$ cat src/rtl/instr_encoder_pkg.sv
// rtl/instr_encoder_pkg.sv - shared types and constants for the instruction encoder
//
// Holds the descriptor op enum, the 11-bit opcodes, the CBZ opcode, the NOP
// word, the format field widths and the load-session FSM state enum.
package instr_encoder_pkg;

  localparam int INSTR_W = 32;
  localparam int OPC_W   = 11;
  localparam int REG_W   = 5;
  localparam int IMM_W   = 19;
  localparam int DT_W    = 9;
  localparam int CB_W    = 8;

  typedef enum logic [2:0] {
    OP_LDUR = 3'd0,
    OP_STUR = 3'd1,
    OP_CBZ  = 3'd2,
    OP_ADD  = 3'd3,
    OP_SUB  = 3'd4,
    OP_AND  = 3'd5,
    OP_ORR  = 3'd6
  } instr_op_t;

  localparam logic [OPC_W-1:0] OPC_LDUR = 11'b11111000010;
  localparam logic [OPC_W-1:0] OPC_STUR = 11'b11111000000;
  localparam logic [OPC_W-1:0] OPC_ADD  = 11'b10001011000;
  localparam logic [OPC_W-1:0] OPC_SUB  = 11'b11001011000;
  localparam logic [OPC_W-1:0] OPC_AND  = 11'b10001010000;
  localparam logic [OPC_W-1:0] OPC_ORR  = 11'b10101010000;
  localparam logic [CB_W-1:0]  OPC_CBZ  = 8'b10110100;

  // ADD XZR, XZR, XZR
  localparam logic [INSTR_W-1:0] NOP_WORD = 32'h8B1F03FF;

  typedef enum logic [1:0] {
    ST_IDLE = 2'd0,
    ST_LOAD = 2'd1,
    ST_PAD  = 2'd2,
    ST_DONE = 2'd3
  } state_t;

endpackage

$ cat src/rtl/instr_encoder_pack.sv
// rtl/instr_encoder_pack.sv - combinational descriptor-to-instruction-word encoder
//
// Ports:
//   op      : descriptor op (instr_op_t encoding, 7 is illegal)
//   rd/rn/rm: register fields
//   imm     : DT_address in [8:0] (LDUR/STUR), branch offset in [18:0] (CBZ)
//   word    : encoded 32-bit instruction (0 when illegal)
//   illegal : op has no encoding
module instr_pack
  import instr_encoder_pkg::*;
(
  input  logic [2:0]  op,
  input  logic [4:0]  rd,
  input  logic [4:0]  rn,
  input  logic [4:0]  rm,
  input  logic [18:0] imm,
  output logic [31:0] word,
  output logic        illegal
);

  always_comb begin
    word    = '0;
    illegal = 1'b0;
    case (instr_op_t'(op))
      OP_LDUR: word = {OPC_LDUR, imm[DT_W-1:0], 2'b00, rn, rd};
      OP_STUR: word = {OPC_STUR, imm[DT_W-1:0], 2'b00, rn, rd};
      OP_CBZ:  word = {OPC_CBZ, imm[IMM_W-1:0], rd};
      OP_ADD:  word = {OPC_ADD, rm, 6'b0, rn, rd};
      OP_SUB:  word = {OPC_SUB, rm, 6'b0, rn, rd};
      OP_AND:  word = {OPC_AND, rm, 6'b0, rn, rd};
      OP_ORR:  word = {OPC_ORR, rm, 6'b0, rn, rd};
      default: illegal = 1'b1;
    endcase
  end

endmodule

$ cat src/rtl/instr_encoder.sv
// rtl/instr_encoder.sv - fills an instruction memory from descriptors, pads with NOPs
//
// Ports:
//   clk, reset          : clock, synchronous active-low reset
//   start, finish       : session begin / end pulses
//   in_valid, in_ready  : descriptor handshake
//   op, rd, rn, rm, imm : descriptor fields
//   we, waddr, wdata    : registered instruction-memory write port
//   done                : session complete (DONE state)
//   err                 : sticky, an illegal op was accepted
module instr_encoder
  import instr_encoder_pkg::*;
#(
  parameter int DEPTH = 64
) (
  input  logic                     clk,
  input  logic                     reset,
  input  logic                     start,
  input  logic                     finish,
  input  logic                     in_valid,
  output logic                     in_ready,
  input  logic [2:0]               op,
  input  logic [4:0]               rd,
  input  logic [4:0]               rn,
  input  logic [4:0]               rm,
  input  logic [18:0]              imm,
  output logic                     we,
  output logic [$clog2(DEPTH)-1:0] waddr,
  output logic [31:0]              wdata,
  output logic                     done,
  output logic                     err
);

  localparam int AW = $clog2(DEPTH);
  localparam int LAST_I = DEPTH - 1;
  localparam int FULL_I = DEPTH;
  // One extra bit so the counter can hold DEPTH without wrapping.
  localparam logic [AW:0] LAST_ADDR = LAST_I[AW:0];
  localparam logic [AW:0] FULL_ADDR = FULL_I[AW:0];

  state_t      state, state_nxt;
  logic [AW:0] addr;
  logic [31:0] word;
  logic        illegal;
  logic        xfer;
  logic        good_xfer;

  instr_pack u_pack (
    .op      (op),
    .rd      (rd),
    .rn      (rn),
    .rm      (rm),
    .imm     (imm),
    .word    (word),
    .illegal (illegal)
  );

  assign xfer      = in_valid && in_ready;
  assign good_xfer = xfer && !illegal;

  always_ff @(posedge clk) begin
    if (!reset) state <= ST_IDLE;
    else        state <= state_nxt;
  end

  always_comb begin
    state_nxt = state;
    case (state)
      ST_IDLE: if (start) state_nxt = ST_LOAD;
      ST_LOAD: begin
        // A write landing on the last word ends the session even if finish
        // arrives in the same cycle; otherwise finish pads the remainder.
        if (good_xfer && addr == LAST_ADDR) state_nxt = ST_DONE;
        else if (finish) state_nxt = (addr >= FULL_ADDR) ? ST_DONE : ST_PAD;
      end
      ST_PAD:  if (addr >= LAST_ADDR) state_nxt = ST_DONE;
      ST_DONE: if (start) state_nxt = ST_LOAD;
      default: state_nxt = ST_IDLE;
    endcase
  end

  always_comb begin
    in_ready = (state == ST_LOAD) && (addr < FULL_ADDR);
    done     = (state == ST_DONE);
  end

  always_ff @(posedge clk) begin
    if (!reset) begin
      addr  <= '0;
      we    <= 1'b0;
      waddr <= '0;
      wdata <= '0;
      err   <= 1'b0;
    end else begin
      we <= 1'b0;
      if (start && (state == ST_IDLE || state == ST_DONE)) begin
        addr <= '0;
        err  <= 1'b0;
      end else if (state == ST_LOAD && xfer) begin
        if (illegal) begin
          err <= 1'b1;
        end else begin
          we    <= 1'b1;
          waddr <= addr[AW-1:0];
          wdata <= word;
          addr  <= addr + 1'b1;
        end
      end else if (state == ST_PAD) begin
        we    <= 1'b1;
        waddr <= addr[AW-1:0];
        wdata <= NOP_WORD;
        addr  <= addr + 1'b1;
      end
    end
  end

endmodule

$ cat config.mk
export PLATFORM = sky130hd
export DESIGN_NAME = instr_encoder
export DESIGN_NICKNAME = d
export VERILOG_FILES = /design/src/rtl/instr_encoder_pkg.sv /design/src/rtl/instr_encoder_pack.sv /design/src/rtl/instr_encoder.sv
export SDC_FILE = /design/constraint.sdc
export NUM_CORES = 1
export LEC_CHECK = 0
export CELL_PAD_IN_SITES_DETAIL_PLACEMENT = 1
export CELL_PAD_IN_SITES_GLOBAL_PLACEMENT = 2
export CORE_MARGIN = 5
export CORE_UTILIZATION = 25
export DETAILED_ROUTE_END_ITERATION = 7
export PLACE_DENSITY = 0.84
export SYNTH_ARGS = -nofsm -noshare
export SYNTH_HDL_FRONTEND = slang
export SYNTH_SLANG_ARGS = --single-unit
$ cat constraint.sdc
create_clock -name clk -period 2.5 [get_ports clk]
set_input_delay 0.5 -clock clk [delete_from_list [all_inputs] [get_ports clk]]
set_output_delay 0.5 -clock clk [all_outputs]
set_load 0.05 [all_outputs]
## Word-level counts from Yosys, hierarchy flattened

Index checks and enable logic that the tools add are counted.

- Register bits after elaboration: 49
- Word-level logic and storage cells: 63

- Add/sub/neg operators: 1
- $lt $le $gt $ge: 3
- Equal/unequal tests: 14
- Mux-type cells: 19
- Bitwise logic cells: 3
- Reductions and logical operators: 17

Operators by type and width:

| operator | number |
|---|---|
| $pmux 32 s7 | 1 |
| $mux 32 | 3 |
| $mux 7 | 3 |
| $mux 6 | 3 |
| $eq 3x3->1 const B | 3 |
| $mux 2 | 4 |
| $add 7x1->7 const B | 1 |
| $eq 7x6->1 const B | 1 |
| $ge 7x6->1 const B | 1 |
| $ge 7x7->1 const B | 1 |
| $lt 7x7->1 const B | 1 |
| $reduce_or 7->1 | 1 |
| $eq 3x2->1 const B | 2 |
| $logic_and 1x1->1 | 6 |
| $pmux 2 s3 | 1 |
| $reduce_and 3->1 | 2 |
| $eq 2x2->1 const B | 2 |
| $mux 1 | 4 |
| $ne 2x2->1 const B | 2 |
| $reduce_and 2->1 | 2 |
| $reduce_or 2->1 | 2 |
| $eq 3x1->1 const B | 1 |
| $logic_not 3->1 | 1 |
| $ne 3x3->1 const B | 1 |
| other kinds (6) | 8 |

## Longest topological paths before layout

- Word-level depth: 7
- Mapped depth: 8
- Mapped depth without buffers: 6

## Cells and area by module

From an unflattened synthesis, not the netlist that was laid out.

- Cells, all modules: 250
- Area, all modules: 2,358.5 sq um

Modules (own cells, without submodules):

| module | times used | cells an instance | area each (sq um) | seq. area each (sq um) |
|---|---|---|---|---|
| instr_encoder | 1 | 177 | 1,900.6 | 980.9 |
| instr_pack | 1 | 73 | 457.9 | 0.0 |

## Worst setup path before layout

No wires, ideal clock.

- Path kind: flip-flop to flip-flop
- Start: register state[0]
- End: register wdata[10]
- Setup time: 0.071 ns
- Arrival time: 1.780 ns
- Slack: 0.649 ns
- Stages on the path, launching flop included: 8
- Path buffers: 1
- Clock period less this slack: 1.851 ns
- Path through: dfxtp_1 > inv_1 > ha_1 > and2_1 > clkbuf_1 > nor4_1 > nand2_1 > a21oi_1

- Word-level cells in the longest chain between the ends: 6
- Elaborated cells on any way between the ends: 14
- Those cells by class: eq/ne (4); mux (1); bitwise (1); reduce/logical (8)

RTL lines:

| item | RTL line | source |
|---|---|---|
| from (decl) | instr_encoder.sv:41 | `state_t state, state_nxt;` |
| from (signal assigned) | instr_encoder.sv:63 | `else state <= state_nxt;` |
| $eq 2x1->1 | instr_encoder.sv:83, instr_encoder.sv:99 |  |
| $logic_and 1x1->1 | instr_encoder.sv:83 | `in_ready = (state == ST_LOAD) && (addr < FULL_ADDR);` |
| $logic_and 1x1->1 | instr_encoder.sv:58 | `assign xfer = in_valid && in_ready;` |
| $logic_and 1x1->1 | instr_encoder.sv:99 | `end else if (state == ST_LOAD && xfer) begin` |
| $ne 2x2->1 (no line) / $reduce_bool 2->1 (equally long branches) | n/a |  |
| $reduce_and 3->1 (no line) | n/a |  |
| to (signal assigned) | instr_encoder.sv:105 | `wdata <= word;` |
| to (decl) | instr_encoder.sv:29 | `output logic [31:0] wdata,` |

Parallel ways exist; a longest one is shown, timed or not.
A chain may end at the register's enable or synchronous reset.

## Worst setup path after layout

- Start: register state[1]
- End: output done

- Word-level cells in the longest chain between the ends: 1

RTL lines:

| item | RTL line | source |
|---|---|---|
| $eq 2x2->1 | instr_encoder.sv:84 | `done = (state == ST_DONE);` |
| to (decl) | instr_encoder.sv:30 | `output logic done,` |

Every way passes these cells.

==> results.sh <==
export IMPL_outcome="completed"
export IMPL_cp_end_kind="primary output"
export IMPL_synth_top_cells_by_count="dfxtp_1, a21oi_1, o21ai_0, clkbuf_1, nand2_1"
export IMPL_endpoint="done"
export IMPL_design_area_sq_um=3450
export IMPL_placed_area_sq_um=3370
export IMPL_track_usage=0.136
export IMPL_nFillCells=1112
export IMPL_grt_pass1_wl_um=12600
export IMPL_fin_ws_ns=0.358
export IMPL_ff2ff_path_depth=6
export IMPL_first_pass_iters=4
export IMPL_whs_path_depth=1
export IMPL_instances_no_fill=480
export IMPL_reg2reg_slack_ns=0.43
export IMPL_power_w=0.00314
export IMPL_die_y_um=107
export IMPL_critPathLaunchType="flip-flop"
export IMPL_core_sq_um=9240
export IMPL_leakage_nw=1.23
export IMPL_post_drt_wl_per_cell_um=16.3
export IMPL_pwr_density_cell_nw_per_um2=910
export IMPL_critPathRequiredTime_ns=2.00
export IMPL_drive_gt1_frac=0.114
export IMPL_path_cells="ha_1 -> clkdlybuf4s50_1"
export IMPL_setup_tns_ns=0
export IMPL_reg2reg_to="wdata[12]"
export IMPL_post_cts_buffers=0
export IMPL_critical_path_class="flip-flop to primary output"
export IMPL_io_buffer_count=83
export IMPL_die_w_um=107
export IMPL_cts_tree="built"
export IMPL_synth_flop_cell="dfxtp_1"
export IMPL_grt_antenna_before_repair=0
export IMPL_ys_seq_area_frac=0.416
export IMPL_peakVddDrop_mv=0.313
export IMPL_crit_arrival_ns=1.64
export IMPL_crit_start="state[1]"
export IMPL_slew_headroom=0.481
export IMPL_gp_congestion=0.810
export IMPL_cts_resized_gates=0
export IMPL_cap_violations=0
export IMPL_routed_wirelength_um=7810
export IMPL_slew_violations=0
export IMPL_worst_pin_slew_ns=0.771
export IMPL_grt_max_degree=29
export IMPL_period_share=0.857
export IMPL_dp_hpwl_um=6040
export IMPL_worstSetupPathDepth=2
export IMPL_yosysMostFrequentCell="dfxtp_1"
export IMPL_path_clk_slew_ns=0.09
export IMPL_postSynthCellCount=266
export IMPL_synthArstFlopShare=0
export IMPL_ant_nets=0
export IMPL_synth_cell_area_sq_um=2360
export IMPL_holdBufCountCts=0
export IMPL_numClockSinks=49
export IMPL_nNetsFinal=399
export IMPL_drc_errors=0
export IMPL_drt_iter0_markers=72
export IMPL_dp_cells=474
export IMPL_grt_overflow=0
export IMPL_cts_root_buffer="clkbuf_8"
export IMPL_cp_slowest_stage_delay_ns=0.79
export IMPL_rows=35
export IMPL_insertion_delay_ns=0.30
export IMPL_synth_nets=313
export IMPL_initial_utilization=0.255
export IMPL_syn_area_per_cell_sq_um=8.87
export IMPL_syn_to_final_growth_pct=46.2
export IMPL_slowest_stage="clkdlybuf4s50_1"
export IMPL_cts_buffers=5
export IMPL_h_tree_depth=2
export IMPL_min_delay_path_class="flip-flop to flip-flop"
export IMPL_io_pins=84
export IMPL_finClkSkew_ns=0.00515
export IMPL_via_per_inst=5.01
export IMPL_crit_family="buffers and inverters"
export IMPL_synth_area_leaders="dfxtp_1, a21oi_1, o221a_2"
export IMPL_worstReg2RegStart="state[0]"
export IMPL_pre_cts_ws_ns=0.162
export IMPL_setup_viol=0
export IMPL_synth_edf_count=0
export IMPL_rsz0062_at_grt="false"
export IMPL_crit_buf_inv=1
export IMPL_synthDistinctLibCells=46
export IMPL_yosysWarningCount=0
export IMPL_n_antenna_cell=0
export IMPL_report_final_hold_viol_count=0
export IMPL_finalCriticalPeriod_ns=2.14
export IMPL_via_count=2406
export IMPL_cts_path_max_buffers=2
export IMPL_synth_top_area_cell="dfxtp_1"
export IMPL_synth_seq_cells=49
export IMPL_worstPathMaxFanout=4
export IMPL_hold_start="wdata[14]"
export IMPL_dieArea_sq_um=11500
export IMPL_synth_top_area_share=0.416
export IMPL_grt_pass1_vias=2559
export IMPL_fmax_ghz=0.467
final cells by class:
cell class | instances | area [sq um] | share of cell area
Multi-Input combinational cell | 184 | 1230 | 0.356
Sequential cell | 49 | 981 | 0.285
Timing Repair Buffer | 101 | 963 | 0.279
Tap cell | 129 | 161 | 0.0468
Clock buffer | 5 | 68.8 | 0.0200
Inverter | 11 | 41.3 | 0.0120
Clock inverter | 1 | 5.00 | 0.00145
per-layer routing:
metal | routed length (um) | vias up | track usage | share of wire
met1 | 3650 | 1175 | 0.180 | 0.47
met3 | 292 | 6 | 0.0211 | 0.037
met2 | 3780 | 57 | 0.228 | 0.48
met4 | 94 | 0 | 0.0384 | 0.012
met5 | 0 | - | 0 | 0
li1 | - | 1168 | - | -
registers in the layout, indices dropped and copies added, names as in the netlist:
signal / count
waddr: 6
we: 1
state: 2
err: 1
addr: 7
wdata: 32
placed cells by master, fill, tap and decap left out, types with 3 or more instances in the layout:
cell and n:
nor2b_1 3, inv_1 11, nand4_1 5, ha_1 5
nor4_1 3, nand2_1 13, o221a_2 10, a22o_1 4
a311oi_1 5, o211ai_1 10, clkdlybuf4s50_1 82, o21ai_0 18
a21oi_1 31, clkbuf_8 5, a21o_1 6, dfxtp_1 49
nor2_1 10, a22oi_1 5, nand3b_1 6, or3_1 7
nand3_1 10, nor3_1 4, buf_4 19, o2bb2ai_1 5
worst min-delay path by stage:
stage | endpoint | slack (ns)
finish | wdata[14] | 0.46
CTS | wdata[13] | 0.46
detailed placement | wdata[13] | 0.44
global route | wdata[14] | 0.49
floorplan | addr[5] | 0.46
global placement | wdata[13] | 0.43
stage by stage:
step / utilization / hold slack [ns]
global placement: 0.365 / 0.434
floorplan: - / 0.462
finish: 0.373 / 0.458
global route: 0.373 / 0.488
detailed placement: 0.365 / 0.443
CTS: 0.373 / 0.464
power by group:
group	switching, W	internal, W
clock network	0.000255	0.000185
logic	0.00106	0.000612
registers	0.0000986	0.000928
total	0.00141	0.00172
kinds of logic (layout without fill, tap and decap cells):
family | Yosys count | after routing | share of synthesized area
AO/OA/AOI/OAI | 105 | 105 | 0.310
AND/OR/NAND/NOR | 69 | 69 | 0.156
adder cells (fa/ha/maj) | 5 | 5 | 0.0265
multiplexers | 5 | 5 | 0.0276
flip-flops | 49 | 49 | 0.416
buffers and inverters | 33 | 118 | 0.0642
Power figures use the tool's default switching activity.
